==> config.mk <==
export PLATFORM = sky130hd
export DESIGN_NAME = player_anim_ctrl
export DESIGN_NICKNAME = d
export VERILOG_FILES = /design/src/rtl/player_anim_ctrl.sv
export SDC_FILE = /design/constraint.sdc
export NUM_CORES = 1
export LEC_CHECK = 0
export CAP_MARGIN = 40
export CORE_MARGIN = 4
export CORE_UTILIZATION = 45
export CTS_BUF_LIST = sky130_fd_sc_hd__clkbuf_4
export CTS_CLUSTER_DIAMETER = 150
export DETAILED_ROUTE_END_ITERATION = 10
export MAX_ROUTING_LAYER = met4
export PLACE_DENSITY = 0.72
export SYNTH_ARGS = -nofsm -noshare
export SYNTH_HDL_FRONTEND = slang
export SYNTH_SLANG_ARGS = --single-unit
export TNS_END_PERCENT = 50
==> constraint.sdc <==
create_clock -name Clk -period 3.3 [get_ports Clk]
set_input_delay 0.825 -clock Clk [delete_from_list [all_inputs] [get_ports Clk]]
set_output_delay 0.825 -clock Clk [all_outputs]
set_load 0.02 [all_outputs]
==> src/rtl/player_anim_ctrl.sv <==
// ============================================================================
//  Module      : player_anim_ctrl
//  Description : Per-frame player state machine (idle / walk / attack) that
//                drives position, facing and animation period for the sprite.
//  Revision    : 1.0
// ============================================================================
`default_nettype none

module player_anim_ctrl #(
  parameter logic [7:0] X_INIT   = 8'd40,
  parameter logic [7:0] Y_INIT   = 8'd96,
  parameter logic [7:0] X_MIN    = 8'd4,
  parameter logic [7:0] X_MAX    = 8'd148,
  parameter logic [7:0] STEP     = 8'd1,
  parameter int         WALK_DIV = 6,
  parameter int         ATK_DIV  = 4
) (
  input  logic       Clk,
  input  logic       Reset,
  input  logic       frame_tick,
  input  logic       key_left,
  input  logic       key_right,
  input  logic       key_attack,
  output logic [7:0] x,
  output logic [7:0] y,
  output logic [1:0] behavior,
  output logic       isLeft,
  output logic [1:0] period
);

  localparam int CNT_MAX = (WALK_DIV > ATK_DIV) ? WALK_DIV : ATK_DIV;
  localparam int CW      = $clog2(CNT_MAX + 1);
  localparam logic [CW-1:0] WALK_LAST = CW'(WALK_DIV - 1);
  localparam logic [CW-1:0] ATK_LAST  = CW'(ATK_DIV - 1);

  typedef enum logic [1:0] {
    ST_IDLE   = 2'd0,
    ST_WALK   = 2'd1,
    ST_ATTACK = 2'd2
  } state_t;

  state_t        state_q, state_d;
  logic [7:0]    x_q, x_d;
  logic [7:0]    y_q;
  logic          left_q, left_d;
  logic [1:0]    period_q, period_d;
  logic [CW-1:0] cnt_q, cnt_d;
  logic          hist_q, hist_d;

  logic       w_trig;
  logic       w_one_dir;
  logic [7:0] w_x_left;
  logic [7:0] w_x_right;

  assign w_trig    = key_attack & ~hist_q;
  assign w_one_dir = key_left ^ key_right;
  // Saturating moves; comparisons done before the add/sub so x never wraps.
  assign w_x_left  = (x_q <= X_MIN + STEP) ? X_MIN : (x_q - STEP);
  assign w_x_right = (x_q >= X_MAX - STEP) ? X_MAX : (x_q + STEP);

  always_ff @(posedge Clk) begin
    if (Reset) begin
      state_q  <= ST_IDLE;
      x_q      <= X_INIT;
      y_q      <= Y_INIT;
      left_q   <= 1'b0;
      period_q <= 2'd0;
      cnt_q    <= '0;
      hist_q   <= 1'b0;
    end else begin
      state_q  <= state_d;
      x_q      <= x_d;
      left_q   <= left_d;
      period_q <= period_d;
      cnt_q    <= cnt_d;
      hist_q   <= hist_d;
    end
  end

  always_comb begin
    state_d  = state_q;
    x_d      = x_q;
    left_d   = left_q;
    period_d = period_q;
    cnt_d    = cnt_q;
    hist_d   = hist_q;

    if (frame_tick) begin
      hist_d = key_attack;
      case (state_q)
        ST_IDLE, ST_WALK: begin
          if (w_trig) begin
            state_d  = ST_ATTACK;
            period_d = 2'd0;
            cnt_d    = '0;
          end else if (w_one_dir) begin
            state_d = ST_WALK;
            left_d  = key_left;
            x_d     = key_left ? w_x_left : w_x_right;
            if (state_q == ST_IDLE) begin
              period_d = 2'd0;
              cnt_d    = '0;
            end else if (cnt_q == WALK_LAST) begin
              cnt_d    = '0;
              period_d = period_q + 2'd1;
            end else begin
              cnt_d = cnt_q + 1'b1;
            end
          end else begin
            state_d  = ST_IDLE;
            period_d = 2'd0;
            cnt_d    = '0;
          end
        end
        ST_ATTACK: begin
          if (cnt_q == ATK_LAST) begin
            cnt_d = '0;
            if (period_q == 2'd3) begin
              state_d  = ST_IDLE;
              period_d = 2'd0;
            end else begin
              period_d = period_q + 2'd1;
            end
          end else begin
            cnt_d = cnt_q + 1'b1;
          end
        end
        default: begin
          state_d  = ST_IDLE;
          period_d = 2'd0;
          cnt_d    = '0;
        end
      endcase
    end
  end

  assign x        = x_q;
  assign y        = y_q;
  assign isLeft   = left_q;
  assign period   = period_q;
  assign behavior = (state_q == ST_ATTACK) ? 2'd2 :
                    (state_q == ST_WALK)   ? 2'd1 : 2'd0;

endmodule

`default_nettype wire
==> results_dict.tcl, run 1 <==
set metrics [dict create \
    area.growth.synth_to_final_pct 13.3 \
    fin_nets 182 \
    finClkSkew_ps 5.24 \
    postRouteAntennaNets 0 \
    outcome "completed" \
    power.share.clock 0.246 \
    max_slew_margin 0.553 \
    avgViaCountPerCell 5.77 \
    cp_data_required_time_ps 3510 \
    h-tree-depth 1 \
    hold_viol 0 \
    reg2reg_to "x[6]" \
    synth_seq_area_share 0.267 \
    post_cts_resized 0 \
    seq_power_share 0.511 \
    switchingPower_uw 145 \
    globalplace.congestion 0.769 \
    internal_power_uw 306 \
    cts_tree "yes" \
    die_height_um 61.2 \
    vdd_drop_max_mv 0.289 \
    numClockSinks 17 \
    path_class "in2reg" \
    clock_latency_ps 290 \
    fin_crit_ps 2480 \
    setup_tns_ps 0 \
    critPathArrivalTime_ps 2690 \
    ys_ff_latch 17 \
    endpoint "period[0]" \
    routedWlPerCell_um 14.4 \
    antenna_cells 0 \
    antenna_found_initial 0 \
    vias 1143 \
    drt_iter0_markers 42 \
    start_util 0.466 \
    grt_pass1_vias 1065 \
    die-area_um2 3750 \
    worst_pin_slew_ps 669 \
    power_leakage_uw 0.000525 \
    gr-total-overflow 0 \
    switching_share 0.321 \
    slew_violations 0 \
    powerDensity_nw_per_um2 312 \
    synthCells 155 \
    worstReg2RegStart "x[0]" \
    core-area_um2 2730 \
    die_w_um 61.2 \
    synth-warning-count 0 \
    use_met2 0.263 \
    maxClockFrequency_ghz 0.403 \
    synth-edff-count 0 \
    drcViolationCount 0 \
    cts_setup_buffers 0 \
    drtPass1Iterations 4 \
    synth.distinct_cells 49 \
    rrSetupSlack_ps 1230 \
    hpwl_um 2110 \
    combPwrFrac 0.243 \
    wirelength_um 2860 \
    port_buffers 18 \
    top_usage_layer "met2" \
    maxCapViolations 0 \
    hold_buffers 0 \
    total_power_uw 451 \
    pin_count 27 \
    cts-root-buf "clkbuf_4" \
    synth-async-reset-ratio 0 \
    num_rows 19 \
    setup-violations-final 0 \
    reg2reg_depth 6 \
    crit_path_end_kind "flop" \
    rsz0062_at_grt "false" \
    dp_cells 194 \
    nFillCells 264 \
    grt_first_pass_wirelength_um 4730 \
    grt_max_degree 19 \
    setup.worst_path.start "key_left" \
    layout.cells.non_filler 198 \
    clk_path_buf_depth 2 \
    clk_pin_slew_worst_paths_ps 100 \
    finalCritPeriodShare 0.751 \
    cts_made_buffers 3 \
    cp_max_fo 9 \
    met1_usage 0.225 \
    syn_area_um2 1270 \
    grt_usage 0.175 \
    start_kind "input port" \
    synth_ff_type "dfxtp_1" \
    grtUsageMet3 0.0545 \
    drive_gt1_frac 0.0838 \
    hp-class "reg2reg" \
    syn_avg_cell_area_um2 8.23 \
]
-- registers in the layout (all words and copies together), names as in the netlist --
register  flops
x             8
isLeft        1
period        2
state_q       2
cnt_q         3
hist_q        1
-- cell families (layout without fill, tap and decap cells) --
family / after synthesis / in the layout / synth area share
xor gates and xnor gates: 5 / 5 / 0.0344
adders and majority gates: 8 / 8 / 0.0785
DFF: 17 / 17 / 0.267
and+or+nand+nor: 48 / 48 / 0.217
other: 2 / 8 / 0.00589
AOI/OAI and AO/OA: 47 / 47 / 0.266
muxes: 3 / 3 / 0.0245
buffers and inverters: 25 / 31 / 0.107
-- cell type report --
class	count	area, µm²	share of cell area
clock inverters	1	5.00	0.00346
well taps	31	38.8	0.0268
clock buffers	3	22.5	0.0156
repair buffers	19	188	0.130
flip-flops and latches	17	340	0.235
multi-input cells	119	821	0.568
inverters	8	30.0	0.0208
-- power groups by stage --
| stage | registers (µW) | logic [µW] | clock network [µW] |
|---|---|---|---|
| finish | 231 | 110 | 111 |
| global route | 233 | 121 | 130 |
| CTS | 230 | 109 | 117 |
| detailed placement | 235 | 109 | 0 |
| global placement | 234 | 107 | 0 |
| floorplan | 235 | 82.7 | 0 |
-- layer usage --
metal  wire length, µm  share of wire
met1              1360           0.48
met4                37          0.013
met2              1320           0.46
met5                 0              0
met3               138          0.048
-- worst min path at each step --
stage	from	to	slack (ps)	depth (start not counted)
after global placement	isLeft	isLeft	460	2
after detailed placement	isLeft	isLeft	450	2
after CTS	isLeft	isLeft	470	2
after global routing	isLeft	isLeft	500	2
final	isLeft	isLeft	470	2
after floorplan	cnt_q[1]	cnt_q[1]	470	2
-- metrics by stage --
step           hold WS [ps]  area [µm²]  setup WS, ps   util
4_1_cts                 474        1450           825  0.529
3_5_place_dp            454        1420           525  0.519
2_1_floorplan           467        1300          1120      -
3_3_place_gp            457        1420           619  0.519
6_report                470        1450           821  0.529
5_1_grt                 502        1450           637  0.529
-- layout by cell type (no fill, tap or decap), types with 2 or more instances in the layout --
cell type	n
a211oi_1	3
a21oi_1	12
and3_1	2
clkbuf_4	3
clkdlybuf4s50_1	18
conb_1	8
dfxtp_1	17
ha_1	8
inv_1	8
mux2i_1	2
nand2_1	5
nand2b_1	7
nand3_1	4
nand3b_1	2
nor2_1	11
nor2b_1	4
nor3b_1	2
o21ai_0	13
o31a_1	2
o31ai_1	2
or3_1	3
or4b_1	2
xnor2_1	2
xor2_1	3
-- cell usage after synthesis, types with 2 or more instances --
library cell	n	area, µm²
mux2i_1	2	20.0
o31ai_1	2	15.0
and3_1	2	12.5
nand2_1	5	18.8
a211oi_1	3	22.5
buf_2	4	20.0
buf_4	8	60.1
a21oi_1	12	60.1
clkbuf_1	3	11.3
xor2_1	3	26.3
or4b_1	2	20.0
nor2b_1	4	25.0
nand2b_1	7	43.8
o21ai_0	13	65.1
nand3_1	4	20.0
conb_1	2	7.51
nor2_1	11	41.3
nand3b_1	2	15.0
xnor2_1	2	17.5
nor3b_1	2	15.0
o31a_1	2	17.5
or3_1	3	18.8
dfxtp_1	17	340
ha_1	8	100
inv_1	8	30.0
-- worst max-delay path, stage by stage --
cell and delay, ps:
clkdlybuf4s50_1 700, xnor2_1 210, a2111oi_2 580, o21ai_0 190, a21oi_1 170
Note: power is estimated with default switching activity, not from simulation.
==> run 2, diff against run 1 <==
--- a/config.mk
+++ b/config.mk
@@ -12,7 +12,7 @@
 export CTS_CLUSTER_DIAMETER = 150
 export DETAILED_ROUTE_END_ITERATION = 10
 export MAX_ROUTING_LAYER = met4
-export PLACE_DENSITY = 0.72
+export PLACE_DENSITY = 0.75
 export SYNTH_ARGS = -nofsm -noshare
 export SYNTH_HDL_FRONTEND = slang
 export SYNTH_SLANG_ARGS = --single-unit
==> constraint.sdc (replaced) <==
create_clock -name Clk -period 2.2 [get_ports Clk]
set_input_delay 0.55 -clock Clk [delete_from_list [all_inputs] [get_ports Clk]]
set_output_delay 0.55 -clock Clk [all_outputs]
set_load 0.02 [all_outputs]
==> run 2 against run 1 <==
Routed wire length rose by 6.3%. Worst setup slack got worse by 710 ps. First-iteration DRC count rose by 33%. Cell count rose by 6.6%. Critical path type is now reg2out.
==> results_dict.tcl, run 2 (same netlist as run 1, synthesis figures left out) <==
set metrics [dict create \
    outcome "completed" \
    clk_path_buf_depth 2 \
    avgViaCountPerCell 5.67 \
    drcViolationCount 0 \
    die_w_um 61.2 \
    largest_reg_flops 8 \
    grt_max_degree 14 \
    globalplace.congestion 0.988 \
    h-tree-depth 1 \
    start_util 0.466 \
    hold_depth 2 \
    finClkSkew_ps 2.48 \
    die-area_um2 3750 \
    reg2reg_to "x[6]" \
    clock_latency_ps 290 \
    hold_ws_ps 458 \
    path_class "reg2out" \
    drtPass1Iterations 4 \
    max_slew_margin 0.581 \
    cp_slowest_stage_delay_ps 590 \
    postRouteAntennaNets 0 \
    rrSetupSlack_ps 180 \
    num_rows 19 \
    cts-root-buf "clkbuf_4" \
    clk_pin_slew_worst_paths_ps 100 \
    port_buffers 18 \
    antenna_cells 0 \
    finalCoreUtilization 0.565 \
    powerDensity_nw_per_um2 452 \
    core-area_um2 2730 \
    cp_max_fo 5 \
    critPathArrivalTime_ps 1540 \
    multi_input_area_um2 821 \
    setup-violations-final 0 \
    grt_first_pass_wirelength_um 5260 \
    power_leakage_uw 0.000588 \
    vdd_drop_max_mv 0.359 \
    pin_count 27 \
    area.growth.synth_to_final_pct 21.2 \
    cts_tree "yes" \
    grt_usage 0.188 \
    reg2reg_depth 6 \
    cp_cell_sequence "nand2b_1 > inv_1 > clkdlybuf4s50_1" \
    maxCapViolations 0 \
    hp-class "reg2reg" \
    fin_crit_ps 2090 \
    wirelength_um 3040 \
    setup_tns_ps 0 \
    nFillCells 254 \
    final_cell_mix "clkdlybuf4s50_1 (18), dfxtp_1 (15), buf_4 (14)" \
    fin_nets 195 \
    drive_gt1_frac 0.161 \
    worstReg2RegStart "x[1]" \
    drt_iter0_markers 56 \
    antenna_found_initial 0 \
    cts_made_buffers 3 \
    fin_area_um2 1550 \
    maxClockFrequency_ghz 0.479 \
    die_height_um 61.2 \
    holdPathEnd "isLeft" \
    numClockSinks 17 \
    crit_path_end_kind "output pin" \
    layout_commonest_cell "clkdlybuf4s50_1" \
    regArea_um2 343 \
    finalCritPeriodShare 0.948 \
    worst_pin_slew_ps 628 \
    grt_pass1_vias 1186 \
    gr-total-overflow 0 \
    slew_violations 0 \
    vias 1196 \
    hold_start "isLeft" \
    hpwl_um 2340 \
    place_area_um2 1510 \
    start_kind "flop" \
    hold_viol 0 \
    routedWlPerCell_um 14.4 \
    rsz0062_at_grt "false" \
    total_power_uw 699 \
    cp_data_required_time_ps 1650 \
    cp_slowest_cell "clkdlybuf4s50_1" \
]
==> run 2: routing by layer <==
metal / GRT usage / vias to the layer above / wire length, µm
li1: - / 596 / -
met1: 0.222 / 568 / 1320
met2: 0.334 / 26 / 1580
met3: 0.0273 / 6 / 109
met4: 0.0433 / 0 / 22
met5: - / - / 0
==> run 2: area by class of cell <==
class	count	share of cell area
clock buffer	3	0.0146
clock inverter	1	0.00324
inverter	8	0.0194
multi-input combinational	119	0.531
sequential	17	0.222
tap	31	0.0251
timing repair buffer	32	0.185
==> run 2: report_power, final <==
group          leakage [µW]  internal (µW)  switching [µW]  total [µW]
combinational      0.000431           87.0             105         192
sequential         0.000139            322            19.7         341
clock             0.0000177           67.6            98.2         166
==> run 2: through the flow <==
stage               setup slack (ps)  cells
CTS                             54.0    210
detailed placement              -131    206
finish                           114    211
global placement                5.36    206
floorplan                        266    161
global route                    8.40    211
==> run 2: worst max path at each step <==
stage               start     endpoint
2_1_floorplan        x[5]         x[5]
6_report       state_q[0]  behavior[1]
4_1_cts              x[2]         x[2]
3_5_place_dp     key_left    period[1]
5_1_grt        state_q[0]  behavior[1]
3_3_place_gp     key_left    period[1]
==> run 2: worst max-delay path, delay by kind of cell, from the launching register on <==
family	cells	cell delay, ps
flops	1	360
buf+inv	2	670
simple gates	1	220
==> run 2: what timing repair did <==
item	4_1_cts	5_1_grt
resized for setup	0	2
hold buffers	0	0
setup buffers	0	1
endpoints found under the setup margin	0	4
